File: config.mk
export PLATFORM = sky130hd
export DESIGN_NAME = seg_scan_driver
export DESIGN_NICKNAME = d
export VERILOG_FILES = /design/src/rtl/seg_scan_driver_pkg.sv /design/src/rtl/seg_scan_driver_decode.sv /design/src/rtl/seg_scan_driver.sv
export SDC_FILE = /design/constraint.sdc
export NUM_CORES = 1
export LEC_CHECK = 0
export CORE_MARGIN = 3
export CORE_UTILIZATION = 50
export CTS_BUF_LIST = sky130_fd_sc_hd__clkbuf_2 sky130_fd_sc_hd__clkbuf_4 sky130_fd_sc_hd__clkbuf_8
export DETAILED_ROUTE_END_ITERATION = 8
export PLACE_DENSITY = 0.78
export SYNTH_ARGS = -nofsm -noshare
export SYNTH_HDL_FRONTEND = slang
export SYNTH_SLANG_ARGS = --single-unit
File: constraint.sdc
create_clock -name clk -period 8.44 [get_ports clk]
set_clock_uncertainty 0.2 [all_clocks]
set_input_delay 2.532 -clock clk [delete_from_list [all_inputs] [get_ports clk]]
set_output_delay 2.532 -clock clk [all_outputs]
set_load 0.03 [all_outputs]
File: src/rtl/seg_scan_driver_pkg.sv
// Shared definitions for the 7-segment scan driver.
//   GLYPH_TAB : 16-entry glyph table, active-high {g,f,e,d,c,b,a}, entry n at [n]
//   SEG_BLANK : all segments off
//   clog2     : ceiling log2, used to size counters
package seg_scan_driver_pkg;

  localparam logic [6:0] SEG_BLANK = 7'h00;

  // Index 0 is the rightmost element, so entry n is GLYPH_TAB[n].
  // 0-9 are decimal digits; A,b,C,d,E,F follow.
  localparam logic [15:0][6:0] GLYPH_TAB = {
    7'h71, 7'h79, 7'h5E, 7'h39, 7'h7C, 7'h77, 7'h6F, 7'h7F,
    7'h07, 7'h7D, 7'h6D, 7'h66, 7'h4F, 7'h5B, 7'h06, 7'h3F
  };

  function automatic int clog2(input int value);
    int r;
    r = 0;
    for (int i = 0; i < 31; i++) begin
      if ((1 << i) < value) r = i + 1;
    end
    return r;
  endfunction

endpackage

File: src/rtl/seg_scan_driver_decode.sv
// Nibble to 7-segment glyph decoder (combinational, active-high).
//   nibble   : digit value 0..15
//   hex_mode : 1 = show A..F for 10..15, 0 = blank for 10..15
//   glyph    : {g,f,e,d,c,b,a}, 1 = segment on
module seg_scan_driver_decode
  import seg_scan_driver_pkg::*;
(
  input  logic [3:0] nibble,
  input  logic       hex_mode,
  output logic [6:0] glyph
);

  always_comb begin
    glyph = GLYPH_TAB[nibble];
    if (!hex_mode && (nibble > 4'd9)) glyph = SEG_BLANK;
  end

endmodule

File: src/rtl/seg_scan_driver.sv
// Time-multiplexed 7-segment scan driver for N_DIGITS digits with frame-coherent
// shadow loading, per-digit enable / decimal point / blink, leading-zero
// suppression and an anti-ghosting blank interval at the start of every slot.
//   clk, rst   : clock, asynchronous active-high reset
//   load       : capture digit_val/digit_en/dp_en/blink_en/lz_en into pending
//   digit_val  : nibble i = value of digit i (digit 0 rightmost)
//   digit_en   : 1 = digit shown
//   dp_en      : 1 = decimal point lit
//   blink_en   : 1 = digit blinks
//   lz_en      : 1 = suppress leading zeros
//   seg_an     : one-hot digit select (polarity per ACTIVE_LOW)
//   seg_cat    : {dp,g,f,e,d,c,b,a} (polarity per ACTIVE_LOW)
//   frame_tick : 1-clk pulse when the slot index wraps to 0
// Handshake: load is a single-cycle strobe with no back-pressure; every cycle it
// is high the inputs are captured, and the last capture before a frame start wins.
module seg_scan_driver
  import seg_scan_driver_pkg::*;
#(
  parameter int N_DIGITS     = 8,
  parameter int CLK_DIV      = 6250,
  parameter int BLANK_CYC    = 16,
  parameter int BLINK_FRAMES = 64,
  parameter int HEX_MODE     = 0,
  parameter int ACTIVE_LOW   = 1
) (
  input  logic                  clk,
  input  logic                  rst,
  input  logic                  load,
  input  logic [4*N_DIGITS-1:0] digit_val,
  input  logic [N_DIGITS-1:0]   digit_en,
  input  logic [N_DIGITS-1:0]   dp_en,
  input  logic [N_DIGITS-1:0]   blink_en,
  input  logic                  lz_en,
  output logic [N_DIGITS-1:0]   seg_an,
  output logic [7:0]            seg_cat,
  output logic                  frame_tick
);

  localparam int IDX_W = (clog2(N_DIGITS) < 1) ? 1 : clog2(N_DIGITS);
  localparam int DIV_W = (clog2(CLK_DIV) < 1) ? 1 : clog2(CLK_DIV);
  localparam int BLK_W = clog2(BLINK_FRAMES) + 1;

  localparam logic [IDX_W-1:0] IDX_LAST  = IDX_W'(N_DIGITS - 1);
  localparam logic [DIV_W-1:0] DIV_LAST  = DIV_W'(CLK_DIV - 1);
  localparam logic [DIV_W-1:0] BLANK_END = DIV_W'(BLANK_CYC);
  localparam logic [BLK_W-1:0] BLK_LAST  = BLK_W'(BLINK_FRAMES - 1);
  localparam logic             POL       = (ACTIVE_LOW != 0);

  // Scan timing
  logic [DIV_W-1:0] div_cnt;
  logic [IDX_W-1:0] idx;
  logic             slot_end;
  logic             frame_start;

  // Blink
  logic [BLK_W-1:0] blink_cnt;
  logic             blink_ph;

  // Pending (written by load) and shadow (displayed) register sets
  logic [4*N_DIGITS-1:0] pd_val, sh_val;
  logic [N_DIGITS-1:0]   pd_en, sh_en;
  logic [N_DIGITS-1:0]   pd_dp, sh_dp;
  logic [N_DIGITS-1:0]   pd_blink, sh_blink;
  logic                  pd_lz, sh_lz;
  logic                  pend_vld;
  // Cleared by reset, set on the first shadow load; until then the display is
  // completely dark, anodes included.
  logic                  sh_vld;

  // Current-digit decode
  logic [N_DIGITS-1:0] lz_blank;
  logic                above_clear;
  logic [3:0]          cur_val;
  logic                cur_en, cur_dp, cur_blink, cur_lz;
  logic [6:0]          glyph;
  logic                en_blank;
  logic                lit;
  logic [N_DIGITS-1:0] an_next;
  logic [7:0]          cat_next;

  assign slot_end    = (div_cnt == DIV_LAST);
  assign frame_start = slot_end && (idx == IDX_LAST);

  always_ff @(posedge clk or posedge rst) begin
    if (rst) begin
      div_cnt <= '0;
      idx     <= '0;
    end else if (slot_end) begin
      div_cnt <= '0;
      idx     <= (idx == IDX_LAST) ? '0 : idx + IDX_W'(1);
    end else begin
      div_cnt <= div_cnt + DIV_W'(1);
    end
  end

  always_ff @(posedge clk or posedge rst) begin
    if (rst) begin
      blink_cnt <= '0;
      blink_ph  <= 1'b0;
    end else if (frame_start) begin
      if (blink_cnt == BLK_LAST) begin
        blink_cnt <= '0;
        blink_ph  <= ~blink_ph;
      end else begin
        blink_cnt <= blink_cnt + BLK_W'(1);
      end
    end
  end

  // Shadow only ever changes at a frame start, so one frame never mixes data
  // from two loads. A load on the frame-start edge goes straight to shadow and
  // supersedes anything still waiting in pending.
  always_ff @(posedge clk or posedge rst) begin
    if (rst) begin
      pd_val   <= '0;
      pd_en    <= '0;
      pd_dp    <= '0;
      pd_blink <= '0;
      pd_lz    <= 1'b0;
      pend_vld <= 1'b0;
      sh_val   <= '0;
      sh_en    <= '0;
      sh_dp    <= '0;
      sh_blink <= '0;
      sh_lz    <= 1'b0;
      sh_vld   <= 1'b0;
    end else if (frame_start && load) begin
      sh_val   <= digit_val;
      sh_en    <= digit_en;
      sh_dp    <= dp_en;
      sh_blink <= blink_en;
      sh_lz    <= lz_en;
      sh_vld   <= 1'b1;
      pend_vld <= 1'b0;
    end else if (load) begin
      pd_val   <= digit_val;
      pd_en    <= digit_en;
      pd_dp    <= dp_en;
      pd_blink <= blink_en;
      pd_lz    <= lz_en;
      pend_vld <= 1'b1;
    end else if (frame_start && pend_vld) begin
      sh_val   <= pd_val;
      sh_en    <= pd_en;
      sh_dp    <= pd_dp;
      sh_blink <= pd_blink;
      sh_lz    <= pd_lz;
      sh_vld   <= 1'b1;
      pend_vld <= 1'b0;
    end
  end

  // Leading-zero mask, walking down from the most significant digit. A digit
  // stops the suppression only if it is enabled and non-zero; digit 0 is never
  // suppressed.
  always_comb begin
    lz_blank    = '0;
    above_clear = 1'b1;
    for (int i = N_DIGITS - 1; i >= 0; i--) begin
      if ((i > 0) && sh_lz && above_clear && (sh_val[4*i +: 4] == 4'd0))
        lz_blank[i] = 1'b1;
      if (sh_en[i] && (sh_val[4*i +: 4] != 4'd0))
        above_clear = 1'b0;
    end
  end

  always_comb begin
    cur_val   = '0;
    cur_en    = 1'b0;
    cur_dp    = 1'b0;
    cur_blink = 1'b0;
    cur_lz    = 1'b0;
    for (int i = 0; i < N_DIGITS; i++) begin
      if (idx == IDX_W'(i)) begin
        cur_val   = sh_val[4*i +: 4];
        cur_en    = sh_en[i];
        cur_dp    = sh_dp[i];
        cur_blink = sh_blink[i];
        cur_lz    = lz_blank[i];
      end
    end
  end

  seg_scan_driver_decode u_decode (
    .nibble   (cur_val),
    .hex_mode (HEX_MODE != 0),
    .glyph    (glyph)
  );

  // Enable and blink blank the whole digit; value and leading-zero blanking
  // leave the decimal point alone.
  assign en_blank = !cur_en || (cur_blink && blink_ph);
  assign lit      = sh_vld && (div_cnt >= BLANK_END);

  always_comb begin
    an_next  = '0;
    cat_next = '0;
    if (lit) begin
      for (int i = 0; i < N_DIGITS; i++) an_next[i] = (idx == IDX_W'(i));
      cat_next[6:0] = (en_blank || cur_lz) ? SEG_BLANK : glyph;
      cat_next[7]   = cur_dp && !en_blank;
    end
  end

  always_ff @(posedge clk or posedge rst) begin
    if (rst) begin
      seg_an     <= {N_DIGITS{POL}};
      seg_cat    <= {8{POL}};
      frame_tick <= 1'b0;
    end else begin
      seg_an     <= an_next ^ {N_DIGITS{POL}};
      seg_cat    <= cat_next ^ {8{POL}};
      frame_tick <= frame_start;
    end
  end

endmodule

Word level (Yosys, flattened, before mapping). Memory sizes are Yosys's and may differ from the RTL's. Index checks and enable logic that the tools add are counted.

$add $sub $neg: 3. $mul: 0. Div/mod/pow operators: 0. $lt $le $gt $ge: 3. Equality and inequality tests: 10. Shifts and indexed selects: 0. Multiplexer cells: 81. Bitwise operators: 4. Reduce and logical (&&, ||, !) cells: 48.

Operators with widths (number): two-way mux 32 bit (3); two-way mux 8 bit (11); two-way mux 1 bit (53); two-way mux 4 bit (8); zero test 4 bit (7); two-way mux 7 bit (4); logical AND 1 bit (25); nonzero test 4 bit (6); NOT 8 bit (2); adder 13 x 1 -> 13 bit (second input constant) (1); equality test 13 bit (second input constant) (1); >= comparator 13 x 5 -> 1 bit (second input constant) (1); two-way mux 13 bit (1); equality test 3 bit (second input constant) (4); adder 7 x 1 -> 7 bit (second input constant) (1); equality test 7 x 6 -> 1 bit (second input constant) (1); equality test 3 x 2 -> 1 bit (second input constant) (2); AND reduction 2 bit (3); < comparator 4 x 5 -> 1 bit (second input constant) (1); > comparator 4 bit (second input constant) (1); adder 3 x 1 -> 3 bit (second input constant) (1); equality test 3 x 1 -> 1 bit (second input constant) (1); zero test 3 bit (1); two-way mux 3 bit (1); other kinds (6) (9).

Bits in registers: 157. Bits in latches: 0. RAM bits: 0. Memory bits (read-only): 112. Bits of input ports: 60. Memories kept: 1.

Memories: (no name shown) (words 16, bits a word 7, rd ports 1, clocked after Yosys merged registers in 0, write ports 0, RTL line seg_scan_driver_decode.sv:14) `glyph = GLYPH_TAB[nibble];`.

Logic depth before layout (Yosys ltp). Gate-level depths: netlist of run 1.

Depth in word-level cells: 22. Mapped depth: 14.

Hierarchy. Synthesis of run 1 repeated with hierarchy kept, for this count alone.

Cell total of the unflattened synthesis: 700. Area, all modules: 7664.9 um2.

Modules (own cells, without submodules): seg_scan_driver (instances 1, cells an instance 658, area each 7369.6 um2, seq. area each 3948.8 um2); seg_scan_driver_decode (instances 1, cells an instance 42, area each 295.3 um2, seq. area each 0.0 um2).

Worst setup path after synthesis of run 1. Ideal clock, no wire load.

Path kind: in2reg. Start point: input port load. End point: register sh_val[12]. Library setup time: 0.083 ns. Arrival: 3.567 ns. Data required time: 8.157 ns. Setup slack: 4.590 ns. Stages: 5. Cell sequence: clkbuf_1 -> clkbuf_1 -> clkbuf_1 -> a22oi_1 -> o21ai_0.

Cells in the longest elaborated chain, start to end: 3. Elaborated cells on any way between the ends: 5. Those cells by class: eq/ne (1); mux (1); reduce/logical (3).

Ends and longest elaborated chain: from (decl) (RTL line seg_scan_driver.sv:28) `input logic load,`; logical AND 1 bit (RTL line seg_scan_driver.sv:127) `end else if (frame_start && load) begin`; != test 2 x 1 -> 1 bit (no line) or nonzero test 2 bit (tied branches); AND reduction 2 bit (no line); to (signal assigned) (RTL line seg_scan_driver.sv:128) `sh_val <= digit_val;`; to (signal assigned) (RTL line seg_scan_driver.sv:143) `sh_val <= pd_val;`; to (decl) (RTL line seg_scan_driver.sv:60) `logic [4*N_DIGITS-1:0] pd_val, sh_val;`.

Parallel ways exist; a longest one is shown, timed or not. A chain may end at the register's enable or synchronous reset.

Worst setup path after layout of run 1.
Start point: register seg_an[6]. End point: output port seg_an[6].

RTL lines: from (decl) (RTL line seg_scan_driver.sv:34) `output logic [N_DIGITS-1:0] seg_an,`; from (signal assigned) (RTL line seg_scan_driver.sv:207) `seg_an <= {N_DIGITS{POL}};`; from (signal assigned) (RTL line seg_scan_driver.sv:211) `seg_an <= an_next ^ {N_DIGITS{POL}};`.

No word-level cell between the ends.

==> metrics.txt, run 1 <==
register area share after synthesis=0.508; Main synth FF type=dfrtp_1; Distinct cells, synth=76; vias in the first global route=between 5000 and 6000; worst-path fanout max=1; min Tclk post-route=4.39 ns; RePlAce Congestion=0.855; DRT iter0 DRCs=496; HPWL Detailed=12000 um; PortBufs=76; Yosys warnings=0; power after layout=1.57 mW; root buffer cell=clkbuf_8; antenna diode count=0; crit share post-route=0.520; Worst-Margin Slew=1.08 ns; syn_nets=803; Final nets=852; share of layout cells above drive strength 1=0.162; status=complete, no violations; CP Data Arrival Time=1.65 ns; max_cap viols=0; wire per inst=18.6 um; Yosys reg bits=157; drt pass-1 iters=5; Crit-path slowest cell=clkdlybuf4s50_1; RSZ-0062 raised after global routing=false; Crit path max-delay family=buffers and inverters; Max Root-Sink Buffers=2; via count=5798; WL final=18100 um; Ports=77; Clk pin slew, worst setup/hold paths=0.08 ns; Worst slew margin=0.278; CP Class=flip-flop to primary output; Total GRT Usage=0.225; fin. max-slew vios=0; Final setup viols=0; Resize count post-CTS=0; CP Launch Type=flip-flop; fmax=228 MHz; # DRC=0; CTS Buf Count=17; Avg Inst Size Synth=~11 um2; final-report hold violation count=0; antenna violations before repair=0; CTS sink cnt=157; Mapped Cells=727; largest net degree at the start of global routing=81; H-tree depth=4; Via density=5.96; row count=44; Routed Antenna Nets=0; Die H=about 130 um; Hold Crit Class=flip-flop to flip-flop; CP max stage delay=0.67 ns; Power Density=between 150 and 200 mW/mm2; initial core utilization=0.523; # fillers=1240; Horiz. Die Dim=131 um; CTS Hold Bufs=0; Layout Utilization=0.605; dpl cell area=0.00858 mm2; core area=0.0149 mm2; Bufs and invs on worst path=1; worst vdd ir=124 uV; EDFF count, synth=0; synthesized area=0.00777 mm2; Worst Path Required=5.71 ns; CTS tree=done; setup bufs post-CTS=0; clock latency on the worst-skew pair=between 0.4 and 0.5 ns; Setup crit end kind=primary output; TNS Setup=0 ns; remaining global-route overflow=0; Pleak=3.82 nW; global-route wire length before repair=30200 um; Async S/R FF share, synth=1.00; Final Cell Area=0.00899 mm2; area delta synth->final=15.6%; DIE AREA=0.0171 mm2; CP cell instances=clkdlybuf4s50_1
==> stage by stage <==
step	hold slack [ns]	setup WS, ns	std cells
after floorplan	0.235	1.50	727
after global placement	0.260	3.72	941
after detailed placement	0.266	3.64	941
after CTS	0.288	4.01	973
after global routing	0.322	3.92	973
final	0.287	4.06	973
==> final timing paths <==
kind	cells past startpoint	to	slack [ns]	startpoint
worst max-delay path	1	seg_an[6]	4.06	seg_an[6]
worst min-delay path	2	sh_blink[1]	0.29	sh_blink[1]
worst max register to register	11	seg_cat[1]	4.23	idx[0]
worst min register to register	2	sh_blink[1]	0.29	sh_blink[1]
max in group asynchronous	3	pd_en[2]	4.27	rst
min in group asynchronous	2	div_cnt[7]	2.35	rst
==> registers in the layout, summed over array words and instances, names as in the netlist, 3 cells and up <==
name,cells
sh_blink,8
pd_blink,8
div_cnt,13
pd_en,8
pd_dp,8
seg_cat,8
sh_val,32
sh_dp,8
pd_val,32
blink_cnt,7
idx,3
seg_an,8
sh_en,8
==> kinds of logic after synthesis <==
family                   after synthesis  share of synthesized area
adder cells (fa/ha/maj)               16                     0.0258
buffers and inverters                 70                     0.0410
flip-flops                           157                      0.508
XOR/XNOR                              14                     0.0158
multiplexers                          59                     0.0998
AO/OA/AOI/OAI                        213                      0.179
AND/OR/NAND/NOR                      198                      0.131
==> final cells by class <==
class	count	area, um2	share of cell area
multi-input combinational	500	3520	0.391
sequential	157	3950	0.439
timing repair buffer	84	816	0.0908
inverter	16	65.1	0.00724
clock buffer	24	293	0.0326
tap	184	230	0.0256
clock inverter	8	119	0.0132
==> cells in the mapped netlist, types with 16 or more instances <==
cell type / instances / area share
o21ai_0: 76 / 0.049
nand3_1: 17 / 0.011
nor2b_1: 18 / 0.014
a22oi_1: 58 / 0.056
dfstp_2: 16 / 0.054
a21oi_1: 24 / 0.015
mux2_4: 30 / 0.058
clkbuf_1: 35 / 0.017
nand2_1: 82 / 0.040
ha_1: 16 / 0.026
nor2_1: 23 / 0.011
mux2_2: 27 / 0.039
dfrtp_1: 141 / 0.45
==> where the power goes <==
group | switching [mW] | internal [mW] | leakage [nW]
Combinational | 0.0714 | 0.0846 | 1.69
Sequential | 0.0297 | 0.795 | 1.91
Clock | 0.269 | 0.318 | 0.219
Total | 0.370 | 1.20 | 3.82
==> cell usage in the layout (no fill, tap or decap), types with 3 or more instances in the layout <==
| master | instances |
|---|---|
| o21ai_0 | 76 |
| a31oi_1 | 10 |
| nand3_1 | 17 |
| dfrtp_1 | 141 |
| a21o_1 | 5 |
| clkinv_2 | 4 |
| nor2_1 | 23 |
| nor3_1 | 7 |
| bufinv_16 | 3 |
| mux2_4 | 30 |
| a22oi_1 | 58 |
| clkbuf_8 | 18 |
| and3_1 | 3 |
| nor3b_1 | 3 |
| nand2b_1 | 4 |
| nand4_1 | 5 |
| nand3b_1 | 7 |
| a211o_1 | 3 |
| clkdlybuf4s50_1 | 75 |
| and2_1 | 4 |
| a221o_1 | 3 |
| a21oi_1 | 24 |
| clkbuf_4 | 6 |
| nor2b_1 | 17 |
| nand2_1 | 82 |
| xnor2_1 | 8 |
| ha_1 | 16 |
| mux2_2 | 27 |
| dfstp_2 | 16 |
| inv_1 | 14 |
| nor4_1 | 7 |
| buf_4 | 8 |
| xor2_1 | 6 |
==> routing by layer <==
| metal | GRT usage | up-vias | share of wire |
|---|---|---|---|
| met5 | 0 | - | 0 |
| met4 | 0.0551 | 0 | 0.013 |
| met3 | 0.0589 | 21 | 0.056 |
| met2 | 0.365 | 164 | 0.48 |
| met1 | 0.305 | 2900 | 0.45 |
| li1 | - | 2713 | - |
Note: power is estimated with default switching activity, not from simulation.
==> run 2: changes to the inputs <==
- clock period: 8.44 -> 4.16 ns (I/O delays scaled with it)
==> run 2 against run 1 <==
Compared with the run above: non-clock buffer count rose by 5; clock power up 110%; power up 100%; combinational power rose by 110%; sequential power grew 100%; final area is 0.74% higher; sequential cell count unchanged; register-to-register slack worse by 3.9 ns; critical path type is now flip-flop to flip-flop; die area unchanged; routed wire length fell by 0.54%; first-iteration DRC count grew 16%; highest routed layer unchanged.
==> metrics.txt, run 2 (synthesized netlist as in run 1, its figures left out) <==
leading cell type in the layout, fill and taps excluded=dfrtp_1; crit share post-route=0.929; fin. max-slew vios=0; launching point of the worst reg2reg path=idx[0]; CTS sink cnt=157; via count=between 5000 and 6000; reg-to-reg setup timing slack=a little under 0.3 ns; dpl ws=~0.34 ns; antenna violations before repair=0; DIE AREA=0.0171 mm2; initial core utilization=0.523; worst vdd ir=roughly 200 uV; power after layout=3.21 mW; dpl cell area=0.00863 mm2; RSZ-0062 raised after global routing=false; CTS Buf Count=17; top flop regs=pd_val x32, sh_val x32, div_cnt x13; Via density=6.00; Crit-path slowest cell=ha_1; setup bufs post-CTS=0; Worst slew margin=0.354; Horiz. Die Dim=roughly 130 um; H-tree depth=4; CP cell instances=inv_1 > ha_1 > nor4b_1 > and2_1 > o311ai_0 > a21o_1 > ha_1 > nor2_1 > a21oi_1 > o211ai_2 > or4b_1; Resize count post-CTS=0; WL final=18000 um; Setup crit end kind=flip-flop; Final Cell Area=0.00905 mm2; CP max stage delay=0.76 ns; row count=44; final-report hold violation count=0; drt pass-1 iters=6; root buffer cell=clkbuf_8; # DRC=0; CP Launch Type=flip-flop; reg2reg path depth=11; launch point of the worst path=idx[0]; remaining global-route overflow=0; CP Data Arrival Time=approximately 4.0 ns; Power Density=354 mW/mm2; global-route wire length before repair=30100 um; RR Endpoint=seg_cat[1]; core area=0.0149 mm2; Worst Path Required=between 4 and 5 ns; DRT iter0 DRCs=574; Pleak=3.84 nW; TNS Setup=0 ns; largest net degree at the start of global routing=158; Routed Antenna Nets=0; met1 GRT Util=0.319; grt met3 use=0.0451; Hold Path Stages=1; antenna diode count=0; Hold Crit Class=flip-flop to flip-flop; GRT busiest layer=met2; Ports=77; Max Root-Sink Buffers=2; # fillers=1196; area delta synth->final=16.5%; Final nets=857; HPWL Detailed=12400 um; CTS tree=done; CP Class=flip-flop to flip-flop; status=complete, no violations; PortBufs=76; Final WS setup=0.295 ns; min Tclk post-route=3.87 ns; Layout Utilization=0.609; most common cell type on the critical path=ha_1; vias in the first global route=~5900; worst-path fanout max=26; RePlAce Congestion=0.942; most frequent cells in the layout=dfrtp_1 (141), nand2_1 (82), o21ai_0 (76); Die H=131 um; GR Layer Usage met2=0.349; Final setup viols=0; CTS Hold Bufs=0; area of the multi-input gates=roughly 0.0035 mm2; fmax=approximately 260 MHz; clock latency on the worst-skew pair=0.46 ns; share of layout cells above drive strength 1=0.168; Clk pin slew, worst setup/hold paths=0.08 ns; wire per inst=18.4 um; worst hold path endpoint=sh_vld; Total GRT Usage=0.224; Worst-Margin Slew=0.969 ns; hold path start=sh_vld; max_cap viols=0; register area=0.00395 mm2
run 2: cell types whose count changed in the layout (fill, tap and decap cells not counted), sizes merged:
cell      before  now
clkinvlp       0    4
inv           15   17
clkbuf        24   20
buf            9   14
clkinv         6    4
run 2: final cells by class:
| type | count | share of cell area |
|---|---|---|
| tap | 184 | 0.0254 |
| clock inverter | 12 | 0.0177 |
| multi-input combinational | 500 | 0.388 |
| sequential | 157 | 0.436 |
| clock buffer | 20 | 0.0297 |
| timing repair buffer | 89 | 0.0956 |
| inverter | 16 | 0.00705 |
run 2: per-layer routing:
metal	vias to the layer above	wire (um)
met5	-	0
met4	0	325
met3	23	927
met2	177	8550
met1	2934	8220
li1	2734	-
run 2: report_power, final:
| group | switching, mW | internal [mW] | leakage, nW |
|---|---|---|---|
| Clock | 0.572 | 0.638 | 0.211 |
| Sequential | 0.0607 | 1.61 | 1.91 |
| Combinational | 0.148 | 0.175 | 1.72 |
| Total | 0.781 | 2.42 | 3.84 |
run 2: worst max-delay path, delay by kind of cell (launching register included):
family          cells  cell delay [ns]
flops               1             0.40
buf+inv             1             0.12
fa+ha+maj           2             1.04
compound gates      4             1.02
simple gates        4             0.98
run 2: how the worst max path moves through the flow:
stage | end | cells after the start
detailed placement | seg_cat[1] | 11
CTS | seg_cat[1] | 11
global placement | seg_cat[1] | 11
global route | seg_cat[1] | 11
finish | seg_cat[1] | 11
floorplan | seg_cat[1] | 13
run 2: per-stage QoR:
stage,hold slack (ns),cells
after floorplan,0.235,727
after global placement,0.257,946
after detailed placement,0.260,946
after CTS,0.278,978
after global routing,0.309,978
final,0.274,978
==> run 3: changes to the inputs <==
- CORE_UTILIZATION: 50 -> 59
- PLACE_DENSITY: 0.78 -> 0.81
==> run 3 against run 2 <==
Compared with the run above: clock power is essentially flat; non-clock buffer count grew 4; routed wire length up 1.2%; maximum frequency increased by 1.4%; worst hold slack improved by 0.017 ns; largest cell class unchanged; largest power group unchanged; highest routed layer unchanged.
==> metrics.txt, run 3 (synthesized netlist as in run 1, its figures left out) <==
CTS Buf Count=17; largest net degree at the start of global routing=99; Final nets=861; antenna diode count=0; H-tree depth=4; Crit-path slowest cell=ha_1; dpl ws=0.469 ns; CP Class=flip-flop to flip-flop; status=complete, no violations; CP Launch Type=flip-flop; crit share post-route=0.916; worst vdd ir=292 uV; most frequent cells in the layout=dfrtp_1 (141), nand2_1 (82), o21ai_0 (76); CTS tree=done; placed cell count=between 900 and 1000; RePlAce Congestion=0.915; vias in the first global route=6088; Non-Filler Instances=970; crit path to=seg_cat[1]; Routed Antenna Nets=0; Hold Crit Class=flip-flop to flip-flop; launching point of the worst reg2reg path=idx[0]; CP cell instances=inv_1 > ha_1 > nor4b_1 > and2_1 > o311ai_0 > a21o_1 > ha_1 > nor2_1 > a21oi_1 > o211ai_2 > or4b_1; stages on the worst setup path=11; remaining global-route overflow=0; # fillers=913; Setup crit end kind=flip-flop; Via density=6.12; Horiz. Die Dim=121 um; RSZ-0062 raised after global routing=false; clock latency on the worst-skew pair=0.46 ns; DRT iter0 DRCs=569; # DRC=0; via count=5936; root buffer cell=clkbuf_8; Die H=121 um; wire per inst=18.8 um; min Tclk post-route=around 3.8 ns; Max Root-Sink Buffers=2; Final WS setup=about 0.35 ns; Pleak=around 3.9 nW; launch point of the worst path=idx[0]; reg-to-reg setup timing slack=roughly 0.35 ns; Total GRT Usage=0.266; register area=0.00395 mm2; top flop regs=pd_val x32, sh_val x32, div_cnt x13; CTS sink cnt=157; final-report hold violation count=0; PortBufs=76; Power Density=352 mW/mm2; CP Data Arrival Time=3.98 ns; leading cell type in the layout, fill and taps excluded=dfrtp_1; initial core utilization=0.609; core area=0.0128 mm2; Final setup viols=0; Bufs and invs on worst path=1; Resize count post-CTS=0; Ports=77; CTS Hold Bufs=0; Clk pin slew, worst setup/hold paths=0.08 ns; share of layout cells above drive strength 1=0.172; Final Hold Slack=slightly below 0.3 ns; fin. max-slew vios=0; most common cell type on the critical path=ha_1; setup bufs post-CTS=0; area of the multi-input gates=0.00352 mm2; HPWL Detailed=12500 um; WL final=18200 um; TNS Setup=0 ns; fmax=262 MHz; Crit path max-delay family=adder cells; max_cap viols=0; drt pass-1 iters=5; global-route wire length before repair=30600 um; Worst Path Required=4.33 ns; worst-path fanout max=26; row count=41; CP max stage delay=~0.78 ns; Worst-Margin Slew=0.913 ns; DIE AREA=0.0146 mm2; RR Endpoint=seg_cat[1]; Worst slew margin=0.391; antenna violations before repair=0; reg2reg path depth=11; area delta synth->final=16.9%
==> run 3: cell count changes in the layout (fill, tap and decap cells not counted) <==
cell,change
clkinv_4,+3
clkbuf_4,-1
inv_8,-1
buf_4,+2
clkinv_2,+2
buf_12,+2
clkinvlp_4,-3
==> run 3: worst min-delay path by stage <==
stage | startpoint | end | cells after the start
4_1_cts | sh_vld | sh_vld | 1
3_5_place_dp | sh_vld | sh_vld | 1
5_1_grt | sh_vld | sh_vld | 1
6_report | sh_en[2] | sh_en[2] | 2
3_3_place_gp | sh_vld | sh_vld | 1
2_1_floorplan | sh_vld | sh_vld | 1
==> run 3: area by class of cell <==
class | count | area share
clock buffers | 19 | 0.0288
flip-flops and latches | 157 | 0.434
inverters | 16 | 0.00702
multi-input cells | 500 | 0.387
well taps | 172 | 0.0237
repair buffers | 93 | 0.101
clock inverters | 13 | 0.0179
==> run 3: per-stage QoR <==
| stage | cell area (um2) | power [mW] | util |
|---|---|---|---|
| 2_1_floorplan | 7780 | 1.89 | - |
| 3_3_place_gp | 8670 | 2.01 | 0.678 |
| 3_5_place_dp | 8670 | 2.02 | 0.678 |
| 4_1_cts | 9090 | 3.22 | 0.712 |
| 5_1_grt | 9090 | 3.33 | 0.712 |
| 6_report | 9090 | 3.20 | 0.712 |
==> run 3: layer usage <==
layer  GRT usage  up-vias  share of wire
met5           0        -              0
li1            -     2754              -
met3      0.0599       30          0.052
met4      0.0984        0          0.022
met2       0.429      202           0.49
met1       0.355     2950           0.43
==> run 3: worst min-delay path: stages, from the launching register on <==
cell and delay, ns:
dfrtp_1 0.35, nand2_1 0.05, o21ai_0 0.06
==> run 3: where the power goes <==
part	switching, mW	total [mW]	internal (mW)	leakage (nW)
clock network	0.570	1.20	0.628	0.220
logic	0.148	0.325	0.177	1.75
registers	0.0609	1.67	1.61	1.91
